**config.mk**
```make
export PLATFORM = sky130hd
export DESIGN_NAME = ftc_dec_pipe
export DESIGN_NICKNAME = d
export VERILOG_FILES = /design/src/rtl/ftc_pkg.sv /design/src/rtl/ftc_grp_dec.sv /design/src/rtl/ftc_dec_pipe.sv
export SDC_FILE = /design/constraint.sdc
export NUM_CORES = 1
export LEC_CHECK = 0
export ABC_AREA = 1
export BUFFER_PORTS_ARGS = -buffer_cell sky130_fd_sc_hd__buf_2
export CORE_ASPECT_RATIO = 1.75
export CORE_MARGIN = 1.5
export CORE_UTILIZATION = 60
export CTS_BUF_LIST = sky130_fd_sc_hd__clkbuf_8
export CTS_CLUSTER_SIZE = 12
export DETAILED_ROUTE_END_ITERATION = 6
export HOLD_SLACK_MARGIN = 0.06
export PLACE_DENSITY = 0.95
export SLEW_MARGIN = 10
export SYNTH_ARGS = -nofsm -noshare
export SYNTH_HDL_FRONTEND = slang
export SYNTH_SLANG_ARGS = --single-unit
export TNS_END_PERCENT = 5
```
**constraint.sdc**
```tcl
create_clock -name clk -period 3.1 [get_ports clk]
set_input_delay 0.31 -clock clk [delete_from_list [all_inputs] [get_ports clk]]
set_output_delay 0.31 -clock clk [all_outputs]
set_load 0.05 [all_outputs]
```
**src/rtl/ftc_pkg.sv**
```systemverilog
// rtl/ftc_pkg.sv - FTC code table, widths and codeword decode helper
// Shared by the receive-side decoder and the transmit-side encoder.

package ftc_pkg;

    localparam int unsigned CW_W = 4;   // codeword width
    localparam int unsigned DW_W = 3;   // data bits carried per codeword

    // Index is the 3-bit data value, entry is its codeword.
    localparam logic [CW_W-1:0] FTC_CODE [0:7] = '{
        4'b0000, 4'b0001, 4'b0011, 4'b0111,
        4'b1000, 4'b1100, 4'b1110, 4'b1111
    };

    typedef struct packed {
        logic            err;
        logic [DW_W-1:0] data;
    } ftc_dec_t;

    // Codewords not in the table (even FTC-legal ones like 0110/1001)
    // decode to 000 with err set.
    function automatic ftc_dec_t ftc_decode(input logic [CW_W-1:0] cw);
        ftc_dec_t r;
        r = '{err: 1'b1, data: '0};
        for (int i = 0; i < 8; i++) begin
            if (cw == FTC_CODE[i]) begin
                r = '{err: 1'b0, data: DW_W'(i)};
            end
        end
        return r;
    endfunction

    function automatic logic [CW_W-1:0] ftc_encode(input logic [DW_W-1:0] data);
        return FTC_CODE[data];
    endfunction

endpackage

```
**src/rtl/ftc_grp_dec.sv**
```systemverilog
// rtl/ftc_grp_dec.sv - combinational decode of one 4-bit FTC codeword group
// Ports: cw   - received codeword
//        data - decoded 3-bit value (000 when invalid)
//        err  - codeword is not in the code table

module ftc_grp_dec
    import ftc_pkg::*;
(
    input  logic [CW_W-1:0] cw,
    output logic [DW_W-1:0] data,
    output logic            err
);

    ftc_dec_t dec;

    assign dec  = ftc_decode(cw);
    assign data = dec.data;
    assign err  = dec.err;

endmodule

```
**src/rtl/ftc_dec_pipe.sv**
```systemverilog
// rtl/ftc_dec_pipe.sv - flow-controlled FTC bus decoder with skid buffer and error counter
// Ports: clk, rst (sync, active high)
//        in_data/in_valid/in_ready     - received codeword bus, group g at [4g+3:4g]
//        out_data/out_err_grp/out_err  - decoded word, per-group invalid flags, their OR
//        out_valid/out_ready           - output handshake
//        err_clr/err_cnt               - saturating count of accepted words with errors

module ftc_dec_pipe
    import ftc_pkg::*;
#(
    parameter int unsigned N_GRP  = 11,
    parameter int unsigned DATA_W = 32,
    parameter int unsigned CNT_W  = 16
) (
    input  logic                  clk,
    input  logic                  rst,
    input  logic [4*N_GRP-1:0]    in_data,
    input  logic                  in_valid,
    output logic                  in_ready,
    output logic [DATA_W-1:0]     out_data,
    output logic [N_GRP-1:0]      out_err_grp,
    output logic                  out_err,
    output logic                  out_valid,
    input  logic                  out_ready,
    input  logic                  err_clr,
    output logic [CNT_W-1:0]      err_cnt
);

    localparam int unsigned FULL_W = DW_W * N_GRP;

    generate
        if (DATA_W > FULL_W) begin : g_bad_width
            $error("ftc_dec_pipe: DATA_W must not exceed 3*N_GRP");
        end
    endgenerate

    logic [FULL_W-1:0] dec_full;
    logic [N_GRP-1:0]  dec_err;
    logic [DATA_W-1:0] dec_data;

    generate
        for (genvar g = 0; g < N_GRP; g++) begin : g_grp
            ftc_grp_dec u_grp_dec (
                .cw   (in_data[CW_W*g +: CW_W]),
                .data (dec_full[DW_W*g +: DW_W]),
                .err  (dec_err[g])
            );
        end
    endgenerate

    assign dec_data = dec_full[DATA_W-1:0];

    // High decoded bits beyond DATA_W are discarded on purpose.
    generate
        if (DATA_W < FULL_W) begin : g_drop
            logic [FULL_W-DATA_W-1:0] drop_unused;
            assign drop_unused = dec_full[FULL_W-1:DATA_W];
        end
    endgenerate

    logic              accept;
    logic              drain;
    logic              skid_valid;
    logic [DATA_W-1:0] skid_data;
    logic [N_GRP-1:0]  skid_err_grp;

    logic              out_valid_n;
    logic [DATA_W-1:0] out_data_n;
    logic [N_GRP-1:0]  out_err_grp_n;
    logic              skid_valid_n;
    logic [DATA_W-1:0] skid_data_n;
    logic [N_GRP-1:0]  skid_err_grp_n;

    assign accept  = in_valid && in_ready;
    assign drain   = out_valid && out_ready;
    assign out_err = |out_err_grp;

    // The skid only fills while the main register is held, so when the
    // skid is full in_ready is low and no accept can collide with the
    // skid-to-main move.
    always_comb begin
        out_valid_n    = out_valid;
        out_data_n     = out_data;
        out_err_grp_n  = out_err_grp;
        skid_valid_n   = skid_valid;
        skid_data_n    = skid_data;
        skid_err_grp_n = skid_err_grp;

        if (drain) begin
            out_valid_n  = skid_valid;
            skid_valid_n = 1'b0;
            if (skid_valid) begin
                out_data_n    = skid_data;
                out_err_grp_n = skid_err_grp;
            end
        end

        if (accept) begin
            if (!out_valid_n) begin
                out_valid_n   = 1'b1;
                out_data_n    = dec_data;
                out_err_grp_n = dec_err;
            end else begin
                skid_valid_n   = 1'b1;
                skid_data_n    = dec_data;
                skid_err_grp_n = dec_err;
            end
        end
    end

    always_ff @(posedge clk) begin
        if (rst) begin
            out_valid    <= 1'b0;
            out_data     <= '0;
            out_err_grp  <= '0;
            skid_valid   <= 1'b0;
            skid_data    <= '0;
            skid_err_grp <= '0;
            in_ready     <= 1'b1;
        end else begin
            out_valid    <= out_valid_n;
            out_data     <= out_data_n;
            out_err_grp  <= out_err_grp_n;
            skid_valid   <= skid_valid_n;
            skid_data    <= skid_data_n;
            skid_err_grp <= skid_err_grp_n;
            in_ready     <= !skid_valid_n;
        end
    end

    localparam logic [CNT_W-1:0] CNT_MAX = '1;

    always_ff @(posedge clk) begin
        if (rst || err_clr) begin
            err_cnt <= '0;
        end else if (accept && (|dec_err) && (err_cnt != CNT_MAX)) begin
            err_cnt <= err_cnt + CNT_W'(1);
        end
    end

endmodule
```
==> impl_metrics.tcl, run 1 <==
set metrics [dict create \
    clk_pin_slew_ps 100 \
    vias 5425 \
    status "finished, final reports clean" \
    reg2reg_to "skid_data[22]" \
    grt_pass1_vias 5068 \
    p_int_w 0.00224 \
    netlist_area_sq_um 5430 \
    crit_slowest_cell "clkinv_1" \
    synth_most_common_cell "nand2_1" \
    hold_class "in -> reg" \
    worstMarginPinSlew_ps 680 \
    synth.distinct_cells 40 \
    cp_top_family "buffers and inverters" \
    dr.pass1.iters 5 \
    combPwrFrac_pct 22.7 \
    cp-end-kind "flop" \
    gr-total-overflow 0 \
    hold_viol_final 0 \
    ctsHoldBuffers 0 \
    initial_core_util_pct 62.2 \
    ys_seq_elements 105 \
    fin_crit_ps 2350 \
    syn_avg_cell_area_sq_um 7.20 \
    rrSetupSlack_ps 750 \
    port_buffers 110 \
    grt_max_degree 56 \
    clock_sinks 105 \
    ys_seq_area_share_pct 38.7 \
    async_flop_share_pct 0 \
    worstSetupPathDepth 8 \
    setup_violations 0 \
    crit_arrival_ps 2610 \
    syn_inst 754 \
    slowest_delay_ps 570 \
    timing.rr.start "out_valid" \
    fillers 695 \
    grtUsageTotal_pct 29.3 \
    peakVddDrop_mv 0.386 \
    power.total_w 0.00332 \
    fmax_ghz 0.426 \
    wirelength_um 13700 \
    netSwitchingFraction_pct 32.6 \
    num_rows 45 \
    wire_per_inst_um 14.2 \
    hpwl_um 9520 \
    tns_ps 0 \
    cts_resized 0 \
    layout-drive-gt1-share_pct 24.2 \
    relSlewSlack_pct 54.6 \
    postRouteAntennaNets 0 \
    num_antenna_cells 0 \
    grt_pass1_wl_um 22100 \
    detail_route.vias_per_cell 5.61 \
    core_sq_um 8730 \
    endpoint "skid_data[22]" \
    htreeDepth 3 \
    crit_buf_inv 2 \
    area_growth_pct 14.9 \
    cts_tree "done" \
    ys_top_cells_by_area "dfxtp_1, nand2_1, a21oi_1" \
    rsz0062_at_grt "false" \
    gp_congestion 0.876 \
    clock_path_buffers 2 \
    max-cap-violations 0 \
    cts_setup_buffers 0 \
    finalClockSkew_ps 8.26 \
    dominantRegCellSynth "dfxtp_1" \
    path_max_fanout 36 \
    dieArea_sq_um 9650 \
    clk_latency_ps 380 \
    hp-start "err_clr" \
    slew_viol_final 0 \
    criticalPathCategory "reg -> reg" \
    startpoint_type "flop" \
    worstPathCellList "nand2_1 -> nor2_4 -> a21oi_2 -> nor2_4 -> buf_4 -> clkinv_1 -> o21ai_0 -> a21oi_1" \
    root_buffer "clkbuf_8" \
    drt_iter0_drc 360 \
    seqPwrFrac_pct 45.7 \
    leakage_nw 2.90 \
    nNetsFinal 895 \
    synthTopCellsByCount "nand2_1, dfxtp_1, a21oi_1, o21ai_0, inv_1" \
    power_density_nw_per_um2 533 \
    period_share_pct 75.8 \
    cts_buffers 9 \
    yosys_warnings 0 \
    yosysTopAreaCell "dfxtp_1" \
    num_io_pins 111 \
    antenna_found_initial 0 \
    synth_top_area_share_pct 38.7 \
    rr_worst_depth 8 \
    syn_nets 804 \
    startpoint "out_valid" \
    synth_edf_count 0 \
    post-route-drc-count 0 \
    die_y_um 129 \
    cp_common_cell "nor2_4" \
    final_core_util_pct 71.4 \
    netSwitchingPower_w 0.00108 \
    fp.dieW_um 74.9 \
    required_ps 3360 \
    clkPwrFrac_pct 31.6 \
]
-- layout make-up --
cell class	instances	area, sq um	area share [%]
sequential	105	2100	33.7
clock inverter	5	103	1.65
multi-input combinational	525	2810	45.0
inverter	88	330	5.30
clock buffer	11	151	2.43
tap	117	146	2.35
timing repair buffer	116	596	9.55
-- metrics by stage --
step	instances	setup slack, ps	instance area (sq um)	hold slack, ps
6_report	967	750	6230	185
5_1_grt	967	503	6230	201
4_1_cts	967	823	6230	181
3_5_place_dp	951	917	5980	444
3_3_place_gp	951	1000	5980	440
2_1_floorplan	754	1080	5430	430
-- worst register-to-register path: stages (launching register included) --
cell	delay, ps
dfxtp_1	390
nand2_1	160
nor2_4	130
a21oi_2	70
nor2_4	90
buf_4	320
clkinv_1	580
o21ai_0	430
a21oi_1	80
-- cell families (layout without fill, tap and decap cells) --
family / count (synthesis) / count (layout) / share of synthesized area (%)
xor gates and xnor gates: 13 / 13 / 2.10
DFF: 105 / 105 / 38.7
adders and majority gates: 1 / 1 / 0.231
muxes: 26 / 26 / 5.14
buffers and inverters: 124 / 220 / 9.66
and+or+nand+nor: 265 / 265 / 21.9
AOI/OAI and AO/OA: 220 / 220 / 22.2
-- state kept, by name, indices dropped and copies added (netlist names) --
signal / cells
out_data: 32
skid_data: 32
err_cnt: 16
out_err_grp: 11
skid_err_grp: 11
in_ready: 1
out_valid: 1
skid_valid: 1
-- per-layer routing --
| layer | global-route usage [%] | routed length, um |
|---|---|---|
| met4 | 16.7 | 661 |
| met5 | 0 | 0 |
| met1 | 31.5 | 5060 |
| met3 | 5.40 | 770 |
| met2 | 51.7 | 7230 |
-- cell usage in the layout, fill, tap and decap left out, types with 3 or more instances in the layout --
cell type | Yosys | layout
nand2_1 | 157 | 157
buf_2 | 10 | 110
dfxtp_1 | 105 | 105
a21oi_1 | 90 | 90
o21ai_0 | 90 | 90
inv_1 | 71 | 72
nand3_1 | 33 | 33
nor2_1 | 31 | 31
nand2_2 | 20 | 20
mux2_2 | 15 | 15
inv_2 | 15 | 15
mux2i_1 | 11 | 11
a21oi_2 | 11 | 11
clkbuf_8 | 0 | 11
o211ai_1 | 9 | 9
xor2_1 | 9 | 9
o22ai_1 | 6 | 6
buf_4 | 6 | 6
nor3_1 | 5 | 5
xnor2_1 | 4 | 4
nor2_2 | 5 | 4
nor2_4 | 3 | 4
a22o_1 | 3 | 3
a211oi_1 | 3 | 3
a31oi_1 | 3 | 3
nand2_4 | 3 | 3
bufinv_16 | 0 | 3
-- how the worst min path moves through the flow --
stage                    end  slack (ps)  cells after the start
6_report          err_cnt[0]         180                      4
5_1_grt           err_cnt[0]         200                      4
4_1_cts           err_cnt[0]         180                      4
3_5_place_dp   skid_data[19]         440                      2
3_3_place_gp   skid_data[22]         440                      2
2_1_floorplan  skid_data[10]         430                      2
-- power groups by stage --
stage                     clock network, W  logic [W]  registers [W]
after floorplan                          0   0.000355        0.00174
after global placement                   0   0.000726        0.00154
after detailed placement                 0   0.000745        0.00155
after CTS                          0.00106   0.000752        0.00152
after global routing               0.00111   0.000820        0.00153
final                              0.00105   0.000753        0.00152
(Power assumes the default switching activity.)
==> run 2, diff against run 1 <==
Settings changed: CORE_UTILIZATION 60 to 52, PLACE_DENSITY 0.95 to 0.88.
Clock period 3.1 ns to 2.1 ns, I/O delays scaled along.
==> impl_metrics.tcl, run 2 (same netlist as run 1, synthesis figures left out) <==
set metrics [dict create \
    status "finished, final reports clean" \
    cts_buffers 9 \
    dr.pass1.iters 4 \
    wire_per_inst_um 13.4 \
    vias 5161 \
    cp_top_family "simple AND/OR/NAND/NOR gates" \
    startpoint_type "flop" \
    worstMarginPinSlew_ps 679 \
    dieArea_sq_um 11100 \
    tns_ps 0 \
    crit_slowest_cell "dfxtp_1" \
    num_io_pins 111 \
    setup_violations 0 \
    clk_latency_ps 380 \
    grt_max_degree 56 \
    port_buffers 110 \
    antenna_found_initial 0 \
    hold_class "in -> reg" \
    grt_pass1_vias 4760 \
    peakVddDrop_mv 0.453 \
    required_ps 2410 \
    clock_sinks 105 \
    fp.dieW_um 80.2 \
    detail_route.vias_per_cell 5.27 \
    path_max_fanout 18 \
    cts_tree "done" \
    clk_pin_slew_ps 90 \
    power.total_w 0.00448 \
    ctsHoldBuffers 0 \
    root_buffer "clkbuf_8" \
    top_regs "out_data x32, skid_data x32, err_cnt x16" \
    period_share_pct 88.0 \
    clock_path_buffers 2 \
    crit_buf_inv 1 \
    hpwl_um 9440 \
    num_rows 49 \
    slowest_delay_ps 410 \
    max-cap-violations 0 \
    cts_setup_buffers 0 \
    worstPathCellList "ha_1 -> nand2_2 -> nor2_2 -> nand3_1 -> o21ai_1 -> inv_2 -> nand2_4 -> nand2_1 -> a21oi_2" \
    fmax_ghz 0.541 \
    final_core_util_pct 60.6 \
    initial_core_util_pct 53.0 \
    layout-drive-gt1-share_pct 24.3 \
    grt_pass1_wl_um 21200 \
    final_common_cell "nand2_1" \
    fin_crit_ps 1850 \
    area_growth_pct 14.3 \
    htreeDepth 3 \
    num_antenna_cells 0 \
    rsz0062_at_grt "false" \
    drt_iter0_drc 284 \
    wirelength_um 13100 \
    die_y_um 138 \
    crit_arrival_ps 2160 \
    leakage_nw 2.88 \
    gr-total-overflow 0 \
    slew_viol_final 0 \
    nNetsFinal 897 \
    cp-end-kind "flop" \
    power_density_nw_per_um2 723 \
    finalClockSkew_ps 5.35 \
    final_cell_mix "nand2_1, buf_2, dfxtp_1, a21oi_1, o21ai_0" \
    cts_resized 0 \
    core_sq_um 10200 \
    hold_viol_final 0 \
    gp_congestion 0.816 \
    criticalPathCategory "reg -> reg" \
    post-route-drc-count 0 \
    postRouteAntennaNets 0 \
    relSlewSlack_pct 54.7 \
    grtUsageTotal_pct 24.1 \
]
[run 2: worst paths after layout]
kind,startpoint,to,slack [ps],cells past startpoint
max,err_cnt[0],err_cnt[8],250,9
min,err_clr,err_cnt[0],90,4
max reg2reg,err_cnt[0],err_cnt[8],250,9
min reg2reg,skid_data[10],skid_data[10],460,2
[run 2: cell type report]
| class | count | area [sq um] |
|---|---|---|
| Fill cell | 976 | 4030 |
| Multi-Input combinational cell | 525 | 2810 |
| Sequential cell | 105 | 2100 |
| Timing Repair Buffer | 118 | 636 |
| Inverter | 88 | 330 |
| Tap cell | 127 | 159 |
| Clock buffer | 10 | 138 |
| Clock inverter | 6 | 35.0 |
[run 2: worst min-delay path, delay by kind of cell]
kind,cells,cell delay [ps]
and+or+nand+nor,3,140
buffers and inverters,1,80
[run 2: through the flow]
step | worst slack, ps | instance area [sq um] | hold slack [ps] | instances
after CTS | 235 | 6200 | 75.8 | 979
after floorplan | 83.0 | 5430 | 372 | 754
after global routing | 98.3 | 6200 | 99.9 | 979
after global placement | 346 | 6030 | 440 | 963
final | 251 | 6200 | 89.8 | 979
after detailed placement | 261 | 6030 | 446 | 963
[run 2: report_power, final]
part           leakage (nW)  switching (W)  internal, W  total, W
clock                0.0990       0.000677     0.000458   0.00114
sequential            0.861      0.0000921      0.00214   0.00224
combinational          1.92       0.000796     0.000316   0.00111
total                  2.88        0.00157      0.00292   0.00448
[run 2: metal layers]
layer / track usage, % / vias up / share of wire [%]
met5: 0 / - / 0
met4: 10.7 / 0 / 3.7
met3: 5.02 / 28 / 3.8
met2: 43.4 / 104 / 54
met1: 26.3 / 2358 / 39
li1: - / 2671 / -
